### src/rtl/cmem_arbiter_if.sv
// Bundle of CPU-side (ports a and b) and physical-memory-side signals for cmem_arbiter.
// slave: the arbiter's view; master: the environment (CPU ports plus memory model).
interface cmem_arbiter_if #(
    parameter int unsigned WIDTH = 32
);
    logic             cmem_read_a;
    logic             cmem_write_a;
    logic [3:0]       cmem_byte_enable_a;
    logic [WIDTH-1:0] cmem_address_a;
    logic [WIDTH-1:0] cmem_wdata_a;
    logic             cmem_resp_a;
    logic [WIDTH-1:0] cmem_rdata_a;

    logic             cmem_read_b;
    logic             cmem_write_b;
    logic [3:0]       cmem_byte_enable_b;
    logic [WIDTH-1:0] cmem_address_b;
    logic [WIDTH-1:0] cmem_wdata_b;
    logic             cmem_resp_b;
    logic [WIDTH-1:0] cmem_rdata_b;

    logic             pmem_read;
    logic             pmem_write;
    logic [3:0]       pmem_byte_enable;
    logic [WIDTH-1:0] pmem_address;
    logic [WIDTH-1:0] pmem_wdata;
    logic             pmem_resp;
    logic [WIDTH-1:0] pmem_rdata;

    modport slave (
        input  cmem_read_a, cmem_write_a, cmem_byte_enable_a, cmem_address_a, cmem_wdata_a,
        output cmem_resp_a, cmem_rdata_a,
        input  cmem_read_b, cmem_write_b, cmem_byte_enable_b, cmem_address_b, cmem_wdata_b,
        output cmem_resp_b, cmem_rdata_b,
        output pmem_read, pmem_write, pmem_byte_enable, pmem_address, pmem_wdata,
        input  pmem_resp, pmem_rdata
    );

    modport master (
        output cmem_read_a, cmem_write_a, cmem_byte_enable_a, cmem_address_a, cmem_wdata_a,
        input  cmem_resp_a, cmem_rdata_a,
        output cmem_read_b, cmem_write_b, cmem_byte_enable_b, cmem_address_b, cmem_wdata_b,
        input  cmem_resp_b, cmem_rdata_b,
        input  pmem_read, pmem_write, pmem_byte_enable, pmem_address, pmem_wdata,
        output pmem_resp, pmem_rdata
    );
endinterface

### src/rtl/cmem_arbiter.sv
// Two-to-one arbiter: CPU instruction port (a) and data port (b) onto one physical memory port.
// Tie policy: CMEM_ARB_ROUND_ROBIN_EN selects round-robin; otherwise b has fixed priority.
module cmem_arbiter #(
    parameter int unsigned WIDTH = 32
) (
    input  logic           clk,
    input  logic           rst_n,
    cmem_arbiter_if.slave  bus
);

    typedef enum logic [1:0] {
        IDLE    = 2'd0,
        SERVE_A = 2'd1,
        SERVE_B = 2'd2
    } state_e;

    state_e           state_q, state_d;
    logic             last_grant_q, last_grant_d;
    logic             cmd_read_q, cmd_read_d;
    logic             cmd_write_q, cmd_write_d;
    logic [3:0]       cmd_be_q, cmd_be_d;
    logic [WIDTH-1:0] cmd_addr_q, cmd_addr_d;
    logic [WIDTH-1:0] cmd_wdata_q, cmd_wdata_d;

    logic req_a, req_b, tie_b, grant_b, busy;

    always_ff @(posedge clk or negedge rst_n) begin
        if (!rst_n) begin
            state_q      <= IDLE;
            last_grant_q <= 1'b0;
            cmd_read_q   <= 1'b0;
            cmd_write_q  <= 1'b0;
            cmd_be_q     <= '0;
            cmd_addr_q   <= '0;
            cmd_wdata_q  <= '0;
        end else begin
            state_q      <= state_d;
            last_grant_q <= last_grant_d;
            cmd_read_q   <= cmd_read_d;
            cmd_write_q  <= cmd_write_d;
            cmd_be_q     <= cmd_be_d;
            cmd_addr_q   <= cmd_addr_d;
            cmd_wdata_q  <= cmd_wdata_d;
        end
    end

    always_comb begin
        state_d      = state_q;
        last_grant_d = last_grant_q;
        cmd_read_d   = cmd_read_q;
        cmd_write_d  = cmd_write_q;
        cmd_be_d     = cmd_be_q;
        cmd_addr_d   = cmd_addr_q;
        cmd_wdata_d  = cmd_wdata_q;

        req_a = bus.cmem_read_a | bus.cmem_write_a;
        req_b = bus.cmem_read_b | bus.cmem_write_b;
`ifdef CMEM_ARB_ROUND_ROBIN_EN
        tie_b = ~last_grant_q;
`else
        // Fixed priority: b wins; last_grant is tracked but never steers the choice.
        tie_b = 1'b1 | last_grant_q;
`endif
        grant_b = req_b & (~req_a | tie_b);

        unique case (state_q)
            IDLE: begin
                if (req_a | req_b) begin
                    state_d      = grant_b ? SERVE_B : SERVE_A;
                    last_grant_d = grant_b;
                    // Write dominates when a port raises read and write together.
                    if (grant_b) begin
                        cmd_write_d = bus.cmem_write_b;
                        cmd_read_d  = bus.cmem_read_b & ~bus.cmem_write_b;
                        cmd_be_d    = bus.cmem_byte_enable_b;
                        cmd_addr_d  = bus.cmem_address_b;
                        cmd_wdata_d = bus.cmem_wdata_b;
                    end else begin
                        cmd_write_d = bus.cmem_write_a;
                        cmd_read_d  = bus.cmem_read_a & ~bus.cmem_write_a;
                        cmd_be_d    = bus.cmem_byte_enable_a;
                        cmd_addr_d  = bus.cmem_address_a;
                        cmd_wdata_d = bus.cmem_wdata_a;
                    end
                end
            end
            SERVE_A, SERVE_B: begin
                if (bus.pmem_resp) begin
                    state_d = IDLE;
                end
            end
            default: state_d = IDLE;
        endcase
    end

    assign busy = (state_q != IDLE);

    assign bus.pmem_read        = busy & cmd_read_q;
    assign bus.pmem_write       = busy & cmd_write_q;
    assign bus.pmem_byte_enable = cmd_be_q;
    assign bus.pmem_address     = cmd_addr_q;
    assign bus.pmem_wdata       = cmd_wdata_q;

    assign bus.cmem_resp_a  = (state_q == SERVE_A) & bus.pmem_resp;
    assign bus.cmem_resp_b  = (state_q == SERVE_B) & bus.pmem_resp;
    assign bus.cmem_rdata_a = bus.pmem_rdata;
    assign bus.cmem_rdata_b = bus.pmem_rdata;

endmodule
### src/flat_wrapper.sv
// flat-port wrapper written by rule: the top's interface ports become plain ports
module cmem_arbiter_flat 
#(
    parameter int unsigned WIDTH = 32
)
  (clk, rst_n, bus_cmem_read_a, bus_cmem_write_a, bus_cmem_byte_enable_a, bus_cmem_address_a, bus_cmem_wdata_a, bus_cmem_resp_a, bus_cmem_rdata_a, bus_cmem_read_b, bus_cmem_write_b, bus_cmem_byte_enable_b, bus_cmem_address_b, bus_cmem_wdata_b, bus_cmem_resp_b, bus_cmem_rdata_b, bus_pmem_read, bus_pmem_write, bus_pmem_byte_enable, bus_pmem_address, bus_pmem_wdata, bus_pmem_resp, bus_pmem_rdata);
  cmem_arbiter_if #(.WIDTH(WIDTH)) bus_i ();
  input  logic clk;
  input  logic rst_n;
  input wire logic [$bits(bus_i.cmem_read_a)-1:0] bus_cmem_read_a;
  input wire logic [$bits(bus_i.cmem_write_a)-1:0] bus_cmem_write_a;
  input wire logic [$bits(bus_i.cmem_byte_enable_a)-1:0] bus_cmem_byte_enable_a;
  input wire logic [$bits(bus_i.cmem_address_a)-1:0] bus_cmem_address_a;
  input wire logic [$bits(bus_i.cmem_wdata_a)-1:0] bus_cmem_wdata_a;
  output wire logic [$bits(bus_i.cmem_resp_a)-1:0] bus_cmem_resp_a;
  output wire logic [$bits(bus_i.cmem_rdata_a)-1:0] bus_cmem_rdata_a;
  input wire logic [$bits(bus_i.cmem_read_b)-1:0] bus_cmem_read_b;
  input wire logic [$bits(bus_i.cmem_write_b)-1:0] bus_cmem_write_b;
  input wire logic [$bits(bus_i.cmem_byte_enable_b)-1:0] bus_cmem_byte_enable_b;
  input wire logic [$bits(bus_i.cmem_address_b)-1:0] bus_cmem_address_b;
  input wire logic [$bits(bus_i.cmem_wdata_b)-1:0] bus_cmem_wdata_b;
  output wire logic [$bits(bus_i.cmem_resp_b)-1:0] bus_cmem_resp_b;
  output wire logic [$bits(bus_i.cmem_rdata_b)-1:0] bus_cmem_rdata_b;
  output wire logic [$bits(bus_i.pmem_read)-1:0] bus_pmem_read;
  output wire logic [$bits(bus_i.pmem_write)-1:0] bus_pmem_write;
  output wire logic [$bits(bus_i.pmem_byte_enable)-1:0] bus_pmem_byte_enable;
  output wire logic [$bits(bus_i.pmem_address)-1:0] bus_pmem_address;
  output wire logic [$bits(bus_i.pmem_wdata)-1:0] bus_pmem_wdata;
  input wire logic [$bits(bus_i.pmem_resp)-1:0] bus_pmem_resp;
  input wire logic [$bits(bus_i.pmem_rdata)-1:0] bus_pmem_rdata;
  assign bus_i.cmem_read_a = bus_cmem_read_a;
  assign bus_i.cmem_write_a = bus_cmem_write_a;
  assign bus_i.cmem_byte_enable_a = bus_cmem_byte_enable_a;
  assign bus_i.cmem_address_a = bus_cmem_address_a;
  assign bus_i.cmem_wdata_a = bus_cmem_wdata_a;
  assign bus_cmem_resp_a = bus_i.cmem_resp_a;
  assign bus_cmem_rdata_a = bus_i.cmem_rdata_a;
  assign bus_i.cmem_read_b = bus_cmem_read_b;
  assign bus_i.cmem_write_b = bus_cmem_write_b;
  assign bus_i.cmem_byte_enable_b = bus_cmem_byte_enable_b;
  assign bus_i.cmem_address_b = bus_cmem_address_b;
  assign bus_i.cmem_wdata_b = bus_cmem_wdata_b;
  assign bus_cmem_resp_b = bus_i.cmem_resp_b;
  assign bus_cmem_rdata_b = bus_i.cmem_rdata_b;
  assign bus_pmem_read = bus_i.pmem_read;
  assign bus_pmem_write = bus_i.pmem_write;
  assign bus_pmem_byte_enable = bus_i.pmem_byte_enable;
  assign bus_pmem_address = bus_i.pmem_address;
  assign bus_pmem_wdata = bus_i.pmem_wdata;
  assign bus_i.pmem_resp = bus_pmem_resp;
  assign bus_i.pmem_rdata = bus_pmem_rdata;
  cmem_arbiter #(.WIDTH(WIDTH)) u_core (.clk(clk), .rst_n(rst_n), .bus(bus_i));
endmodule
### config.mk
export PLATFORM = sky130hd
export DESIGN_NAME = cmem_arbiter_flat
export DESIGN_NICKNAME = d
export VERILOG_FILES = /design/src/rtl/cmem_arbiter_if.sv /design/src/rtl/cmem_arbiter.sv /design/src/flat_wrapper.sv
export SDC_FILE = /design/constraint.sdc
export NUM_CORES = 1
export LEC_CHECK = 0
export BUFFER_PORTS_ARGS = -buffer_cell sky130_fd_sc_hd__buf_4
export CORE_AREA = 5 5 118 120
export CTS_CLUSTER_SIZE = 40
export DETAILED_ROUTE_END_ITERATION = 7
export DIE_AREA = 0 0 123 125
export GPL_TIMING_DRIVEN = 0
export PLACE_DENSITY = 0.71
export SLEW_MARGIN = 25
export SYNTH_ARGS = -nofsm -noshare
export SYNTH_HDL_FRONTEND = slang
export SYNTH_SLANG_ARGS = --single-unit
### constraint.sdc
create_clock -name clk -period 2.1 [get_ports clk]
set_input_delay 0.105 -clock clk [delete_from_list [all_inputs] [get_ports clk]]
set_output_delay 0.105 -clock clk [all_outputs]
set_load 0.05 [all_outputs]
==> Implementation_results.wiki, run 1 <==
{| class="wikitable"
! Metric !! Value
|-
| Outcome || completed
|-
| Synth Net Count || 563
|-
| Sequential element share of the synthesized area || 46.7%
|-
| Detail Placement HPWL || 10.4 mm
|-
| Antenna violations before repair || 0
|-
| TritonCTS Buffers || 9
|-
| Vias in the first global route || 3958
|-
| FMAX || 0.574 GHz
|-
| Count of antenna-violating nets left after detailed routing || 0
|-
| Setup TNS Final || 0 ns
|-
| Die H || 125 um
|-
| Total congestion overflow after global routing || 0
|-
| Vias per inst || ~4.4
|-
| Worst-path cell chain || inv_1 > ha_1 > o41ai_4 > buf_6 > buf_6 > nor3_1 > a21oi_1
|-
| Utilization of the core after routing || 50.1%
|-
| Syn Inst Count || 385
|-
| Nets || 853
|-
| Max H-tree Level || 3
|-
| Biggest area consumer among synthesized cells || sky130_fd_sc_hd__dfrtp_1
|-
| Setup crit end kind || flip-flop
|-
| Final count of pins violating max slew || 0
|-
| Placeable core region || 12900 um2
|-
| DRC violations left || 0
|-
| Final weighted congestion in routability-driven placement || 0.772
|-
| Mean instance size in the synthesized netlist || approximately 10 um2
|-
| Max Buffers Root-to-Sink || 2
|-
| Total GRT Usage || 16.1%
|-
| Dominant cell by count in the synthesized netlist || sky130_fd_sc_hd__dfrtp_1
|-
| Final Critical Period || 1.74 ns
|-
| Final worst clock skew || 0.00615 ns
|-
| Worst path top cell family by delay || buffers and inverters
|-
| Number of distinct library cells after synthesis || 22
|-
| Number of resized instances in the post-cts repair step || 0
|-
| Number of max-capacitance violations reported || 0
|-
| Measured slew at the worst slew-check pin || 0.667 ns
|-
| Final Hold Violating Endpoints || 0
|-
| Peak ir drop on the vdd network || about 0.65 mV
|-
| Master cell of the clock root buffer || sky130_fd_sc_hd__clkbuf_16
|-
| Width of the die || 123 um
|-
| Largest driver fanout on the critical path || 10
|-
| Count of non-filler cells in the finished layout || roughly 850
|-
| Period utilization || 82.9%
|-
| Hold WC Path Type || input pin to flip-flop
|-
| Setup violation total in the final timing report || 0
|-
| RSZ-0062 raised after global routing || false
|-
| First-pass GRT wire length || 19.7 mm
|-
| Largest stage delay, worst path || 0.41 ns
|-
| Post-detailed-routing wire length || 12.7 mm
|-
| Routed len/inst || around 15 um
|-
| Cell repeated most along the worst path || sky130_fd_sc_hd__buf_6
|-
| Share of cells above drive strength 1 || about 55%
|-
| Via total after detailed routing || 3728
|-
| Clock slew seen by the registers of the worst setup and hold paths || about 0.060 ns
|-
| Kind of critical path || flip-flop to flip-flop
|-
| Number of flops mapped to enable cells by yosys || 0
|-
| TritonCTS Sinks || 72
|-
| Slew headroom || 55.5%
|-
| Yosys reg bits || between 70 and 80
|-
| Placement-stage cell area || 6160 um2
|-
| Top-level port count || just over 300
|-
| Max stage delay cell, worst path || sky130_fd_sc_hd__dfrtp_1
|-
| Initial core utilization || 30.0%
|-
| Required time of the critical path || 2.30 ns
|-
| Startpoint types || flip-flop
|-
| Main synth FF type || sky130_fd_sc_hd__dfrtp_1
|-
| Cells after DPL || 839
|-
| Leakage Power || about 3.3 nW
|-
| Post-route cell area || 6450 um2
|-
| Largest net degree at the start of global routing || 73
|-
| Rows || 42
|-
| Yosys warning total || 0
|-
| Area of the mapped netlist || 3860 um2
|-
| Clock latency at the later pin of the worst-skew pair || 0.33 ns
|-
| Most frequent cells after synthesis || sky130_fd_sc_hd__dfrtp_1 (72), sky130_fd_sc_hd__mux2i_1 (68), sky130_fd_sc_hd__nand2_1 (68), sky130_fd_sc_hd__o21ai_0 (68), sky130_fd_sc_hd__buf_4 (64)
|-
| Area of the die || ~15000 um2
|-
| Cell types occupying the most area after synthesis || sky130_fd_sc_hd__dfrtp_1 (47%), sky130_fd_sc_hd__mux2i_1 (18%), sky130_fd_sc_hd__buf_4 (12%), sky130_fd_sc_hd__o21ai_0 (8.8%), sky130_fd_sc_hd__nand2_1 (6.6%)
|-
| Worst endpoint data arrival time || 1.94 ns
|-
| Number of antenna cells inserted || 0
|-
| Clock tree from TritonCTS || built
|-
| Number of buffer and inverter stages on the critical path || 3
|-
| DR pass1 iterations || 4
|-
| Fraction of synthesis flops using an asynchronous set or reset pin || 100%
|-
| Input/output buffers || 278
|-
| Fraction of synthesized cell area taken by the top area cell type || 46.7%
|-
| Cell Pwr Density || 1500 nW/um2
|-
| Area growth from synthesis to final layout || 67.3%
|-
| Initial detailed-routing violation count || 143
|}
==> layer usage <==
layer	track usage, %	part of all wire [%]	vias to the layer above
met3	2.66	7.3	25
met5	0	0	-
met1	17.7	36	1714
met4	7.04	2.6	0
li1	-	-	1815
met2	29.9	54	174
==> layout make-up <==
| cell class | instances | area (um2) |
|---|---|---|
| Tap cell | 176 | 220 |
| Fill cell | 1196 | 6420 |
| Multi-Input combinational cell | 224 | 1440 |
| Timing Repair Buffer | 279 | 2100 |
| Sequential cell | 72 | 1800 |
| Clock buffer | 14 | 274 |
| Inverter | 3 | 11.3 |
| Buffer | 86 | 606 |
==> where the power goes <==
part | internal [W] | leakage [nW] | total (W) | switching [W]
Combinational | 0.00175 | 2.31 | 0.00580 | 0.00404
Sequential | 0.00209 | 0.877 | 0.00246 | 0.000377
Clock | 0.000884 | 0.135 | 0.00142 | 0.000539
Total | 0.00472 | 3.33 | 0.00968 | 0.00496
==> cell families (layout without fill, tap and decap cells) <==
group	count (synthesis)	count (layout)	synth area share, %
compound gates	75	75	10.6
fa+ha+maj	3	3	0.973
buf+inv	89	382	16.0
flops	72	72	46.7
mux	68	68	17.7
simple gates	78	78	8.08
==> path summary, 6_finish.rpt <==
kind                                       from                        end  slack [ns]  cells past startpoint
min                        bus_cmem_wdata_b[29]  u_core.bus.pmem_wdata[29]        0.06                      3
max in group asynchronous                 rst_n   u_core.bus.pmem_wdata[2]        1.24                      2
max                           u_core.state_q[1]         u_core.cmd_write_q        0.36                      7
max reg2reg                   u_core.state_q[1]         u_core.cmd_write_q        0.36                      7
min reg2reg                   u_core.cmd_read_q          u_core.cmd_read_q        0.47                      1
min in group asynchronous                 rst_n  u_core.bus.pmem_wdata[12]        0.38                      2
==> through the flow <==
step                      power, W  worst slack [ns]  hold WS (ns)
after global routing        0.0102             0.237        0.0594
after detailed placement   0.00834             0.351         0.302
after global placement     0.00822             0.406         0.286
final                      0.00968             0.359        0.0640
after CTS                  0.00979             0.336        0.0554
after floorplan            0.00633             0.611        -0.191
==> worst min-delay path: stages <==
cell,delay (ns)
sky130_fd_sc_hd__buf_4,0.07
sky130_fd_sc_hd__mux2i_1,0.05
sky130_fd_sc_hd__o21ai_0,0.13
==> layout by cell type, fill, tap and decap left out, drive strengths merged <==
cell and count:
a21o 1, a21oi 2, a22o 1, and2 2
buf 358, clkbuf 20, dfrtp 72, dlygate4sd3 1
ha 3, inv 3, mux2i 68, nand2 68
nor2 3, nor2b 4, nor3 1, o21ai 69
o2bb2ai 1, o41ai 1
==> timing repair <==
item                                   4_1_cts  5_1_grt
endpoints found under the hold margin       72        0
setup buffers                                0        0
hold buffers                                 1        0
==> state kept, by name, indices dropped and copies added, names as in the netlist <==
name,flops
u_core.bus.pmem_address,32
u_core.bus.pmem_wdata,32
u_core.bus.pmem_byte_enable,4
u_core.state_q,2
u_core.cmd_read_q,1
u_core.cmd_write_q,1
(Power assumes the default switching activity.)
==> inputs of run 2 (changes only) <==
- PLACE_DENSITY: 0.71 -> 0.74
- clock period: 2.1 -> 1.4 ns (I/O delays scaled with it)
==> run 2 against run 1 <==
  * The run now ends with negative setup slack left
  * Count of clock-buffer cells in the layout down 2
  * Final area up 16%
  * Highest routed layer unchanged
  * Combinational power is 110% higher
  * Wire length is 13% higher
  * Critical endpoint unchanged
  * Register-to-register slack worse by 0.43 ns
  * Non-clock buffer count grew 23
  * Global-route usage rose by 0.45 points
  * Sequential share of layout area decreased by 3.9 points
  * Worst setup slack worse by 0.43 ns
  * Power is 89% higher
  * Die area unchanged
==> Implementation_results.wiki, run 2 (synthesis results as in run 1) <==
{| class="wikitable"
! Metric !! Value
|-
| TritonCTS Buffers || 9 (unchanged)
|-
| Final Critical Period || 1.47 ns (was 1.74 ns)
|-
| RSZ-0062 raised after global routing || true (was false)
|-
| Switching power || 0.00904 W (was 0.00496 W)
|-
| TritonCTS Sinks || 72 (unchanged)
|-
| Leading cell type in the layout, fill and taps excluded || sky130_fd_sc_hd__buf_4 (unchanged)
|-
| Number of max-capacitance violations reported || 0 (unchanged)
|-
| Switching fraction of total power || 49.3% (was 51.2%)
|-
| Vias per inst || 4.43 (was 4.37)
|-
| Worst endpoint data arrival time || 1.68 ns (was 1.94 ns)
|-
| Max Buffers Root-to-Sink || 2 (unchanged)
|-
| Footprint of the multi-input gates || 1960 um2 (was 1440 um2)
|-
| Violated checks || negative setup slack
|-
| Master cell of the clock root buffer || sky130_fd_sc_hd__clkbuf_16 (unchanged)
|-
| Input/output buffers || 278 (unchanged)
|-
| Area growth from synthesis to final layout || 94.3% (was 67.3%)
|-
| Part of the total power dissipated in combinational logic || 65.7% (was 59.9%)
|-
| Measured slew at the worst slew-check pin || 0.678 ns (was 0.667 ns)
|-
| Count of antenna-violating nets left after detailed routing || 0 (unchanged)
|-
| Sequential Power Share || 22.0% (was 25.4%)
|-
| Placement-stage cell area || 6180 um2 (was 6160 um2)
|-
| Startpoint types || flip-flop (unchanged)
|-
| Number of instances on the worst hold path || 3 (unchanged)
|-
| Rows || 42 (unchanged)
|-
| Period utilization || 105% (was 82.9%)
|-
| Clock slew seen by the registers of the worst setup and hold paths || 0.06 ns (about the same)
|-
| FMAX || 0.681 GHz (was 0.574 GHz)
|-
| Area of all sequential standard cells || 1800 um2 (unchanged)
|-
| Routed len/inst || 16.3 um (was 14.9 um)
|-
| Initial core utilization || 30.0% (unchanged)
|-
| Detail Placement HPWL || 10.5 mm (was 10.4 mm)
|-
| Cell internal power dissipation || 0.00930 W (was 0.00472 W)
|-
| Total GRT Usage || 16.6% (was 16.1%)
|-
| Number of antenna cells inserted || 0 (unchanged)
|-
| Layout filler cell count || 1122 (was 1196)
|-
| Most frequent cells in the layout || sky130_fd_sc_hd__buf_4 (346), sky130_fd_sc_hd__dfrtp_1 (72), sky130_fd_sc_hd__mux2i_1 (68) (was sky130_fd_sc_hd__buf_4 (341), sky130_fd_sc_hd__dfrtp_1 (72), sky130_fd_sc_hd__mux2i_1 (68), sky130_fd_sc_hd__nand2_1 (68), sky130_fd_sc_hd__o21ai_0 (68))
|-
| Clock latency at the later pin of the worst-skew pair || 0.33 ns (about the same)
|-
| Initial detailed-routing violation count || 87 (was 143)
|-
| Cell Pwr Density || 2450 nW/um2 (was 1500 nW/um2)
|-
| R2r worst-path depth || 8 (was 7)
|-
| Post-detailed-routing wire length || 14.3 mm (was 12.7 mm)
|-
| Share of cells above drive strength 1 || 73.6% (was 55.3%)
|-
| Cells after DPL || 839 (unchanged)
|-
| Setup violation total in the final timing report || 33 (was 0)
|-
| Top-level port count || 311 (unchanged)
|-
| Minimum hold slack || 0.0133 ns (was 0.0640 ns)
|-
| Post-route cell area || 7490 um2 (was 6450 um2)
|-
| Part of the total power dissipated in the clock network || 12.3% (was 14.7%)
|-
| Setup crit end kind || flip-flop (unchanged)
|-
| Final count of pins violating max slew || 0 (unchanged)
|-
| DRC violations left || 0 (unchanged)
|-
| DR pass1 iterations || 6 (was 4)
|-
| Required time of the critical path || 1.61 ns (was 2.30 ns)
|-
| Utilization of the core after routing || 58.2% (was 50.1%)
|-
| Die H || 125 um (unchanged)
|-
| Setup ws final || -0.0688 ns (was 0.359 ns)
|-
| Clock tree from TritonCTS || built (unchanged)
|-
| Largest net degree at the start of global routing || 73 (unchanged)
|-
| Count of non-filler cells in the finished layout || 878 (was 854)
|-
| Final worst clock skew || 0.00425 ns (was 0.00615 ns)
|-
| Final Hold Violating Endpoints || 0 (unchanged)
|-
| Total congestion overflow after global routing || 0 (unchanged)
|-
| Outcome || complete, but fails checks (was completed)
|-
| Peak ir drop on the vdd network || 1.26 mV (was 0.650 mV)
|-
| Slew headroom || 54.8% (was 55.5%)
|-
| Kind of critical path || flip-flop to flip-flop (unchanged)
|-
| Setup Slack @ Placement || -0.157 ns (was 0.351 ns)
|-
| Antenna violations before repair || 0 (unchanged)
|-
| First-pass GRT wire length || 20.2 mm (was 19.7 mm)
|-
| Largest driver fanout on the critical path || 5 (was 10)
|-
| Nets || 876 (was 853)
|-
| Hold WC Path Type || input pin to flip-flop (unchanged)
|-
| Max H-tree Level || 3 (unchanged)
|-
| Area of the die || 15400 um2 (unchanged)
|-
| Placeable core region || 12900 um2 (unchanged)
|-
| Width of the die || 123 um (unchanged)
|-
| Via total after detailed routing || 3888 (was 3728)
|-
| Final weighted congestion in routability-driven placement || 0.757 (was 0.772)
|-
| Vias in the first global route || 4045 (was 3958)
|-
| Leakage Power || 3.82 nW (was 3.33 nW)
|}
run 2: cell count changes in the layout (fill, tap and decap cells not counted), moves of 5 or more:
cell / previous run / this run
sky130_fd_sc_hd__buf_12: 0 / 6
sky130_fd_sc_hd__o21ai_0: 68 / 1
sky130_fd_sc_hd__buf_8: 0 / 10
sky130_fd_sc_hd__buf_4: 341 / 346
sky130_fd_sc_hd__nand2_4: 0 / 29
sky130_fd_sc_hd__buf_2: 13 / 8
sky130_fd_sc_hd__o21ai_2: 0 / 42
sky130_fd_sc_hd__nand2_2: 0 / 33
sky130_fd_sc_hd__clkbuf_16: 9 / 15
sky130_fd_sc_hd__nand2_1: 68 / 6
sky130_fd_sc_hd__o21ai_1: 1 / 24
run 2: timing repair:
| action | in CTS | in global routing |
|---|---|---|
| hold endpoints to repair | 73 | 0 |
| gates cloned | 5 | 6 |
| hold buffers | 2 | 0 |
| buffers inserted | 11 | 1 |
| endpoints found under the setup margin | 73 | 75 |
| resized for setup | 107 | 168 |
| pin swaps | 3 | 73 |
run 2: critical path, cell delays in order (launching register included):
cell                      delay (ns)
sky130_fd_sc_hd__dfrtp_1        0.39
sky130_fd_sc_hd__inv_2          0.09
sky130_fd_sc_hd__ha_4           0.17
sky130_fd_sc_hd__o41ai_4        0.09
sky130_fd_sc_hd__buf_6          0.14
sky130_fd_sc_hd__buf_8          0.13
sky130_fd_sc_hd__buf_6          0.11
sky130_fd_sc_hd__nor3_4         0.18
sky130_fd_sc_hd__a21oi_1        0.06
run 2: final cells by class:
class | instances | share of cell area, %
inverter | 3 | 0.150
clock inverter | 3 | 0.568
tap | 176 | 2.94
timing repair buffer | 302 | 32.9
multi-input combinational | 224 | 26.1
clock buffer | 12 | 3.29
buffer | 86 | 10.0
sequential | 72 | 24.0
run 2: final timing paths:
check	startpoint	to	slack, ns
setup / recovery	u_core.state_q[0]	u_core.cmd_write_q	-0.07
hold / removal	bus_cmem_address_b[0]	u_core.bus.pmem_address[0]	0.01
setup reg to reg	u_core.state_q[0]	u_core.cmd_write_q	-0.07
hold reg to reg	u_core.cmd_read_q	u_core.cmd_read_q	0.48
max in group asynchronous	rst_n	u_core.bus.pmem_address[4]	0.59
min in group asynchronous	rst_n	u_core.bus.pmem_wdata[8]	0.34
run 2: stage by stage:
stage | TNS [ns] | total power, W
6_report | -0.471 | 0.0183
5_1_grt | -3.83 | 0.0192
4_1_cts | -0.255 | 0.0163
3_5_place_dp | -5.68 | 0.0126
3_3_place_gp | -2.63 | 0.0124
2_1_floorplan | 0 | 0.00954
run 2: power by group through the flow:
stage,combinational (W),clock [W],sequential (W)
final,0.0121,0.00225,0.00404
after global routing,0.0126,0.00239,0.00416
after CTS,0.0103,0.00230,0.00370
after detailed placement,0.00885,0,0.00373
after global placement,0.00869,0,0.00368
after floorplan,0.00246,0,0.00708
run 2: layer usage:
metal	part of all wire, %	vias up	global-route usage (%)
met3	6.1	19	3.75
li1	-	1865	-
met2	57	141	31.7
met5	0	-	0
met1	35	1863	17.7
met4	1.8	0	5.08
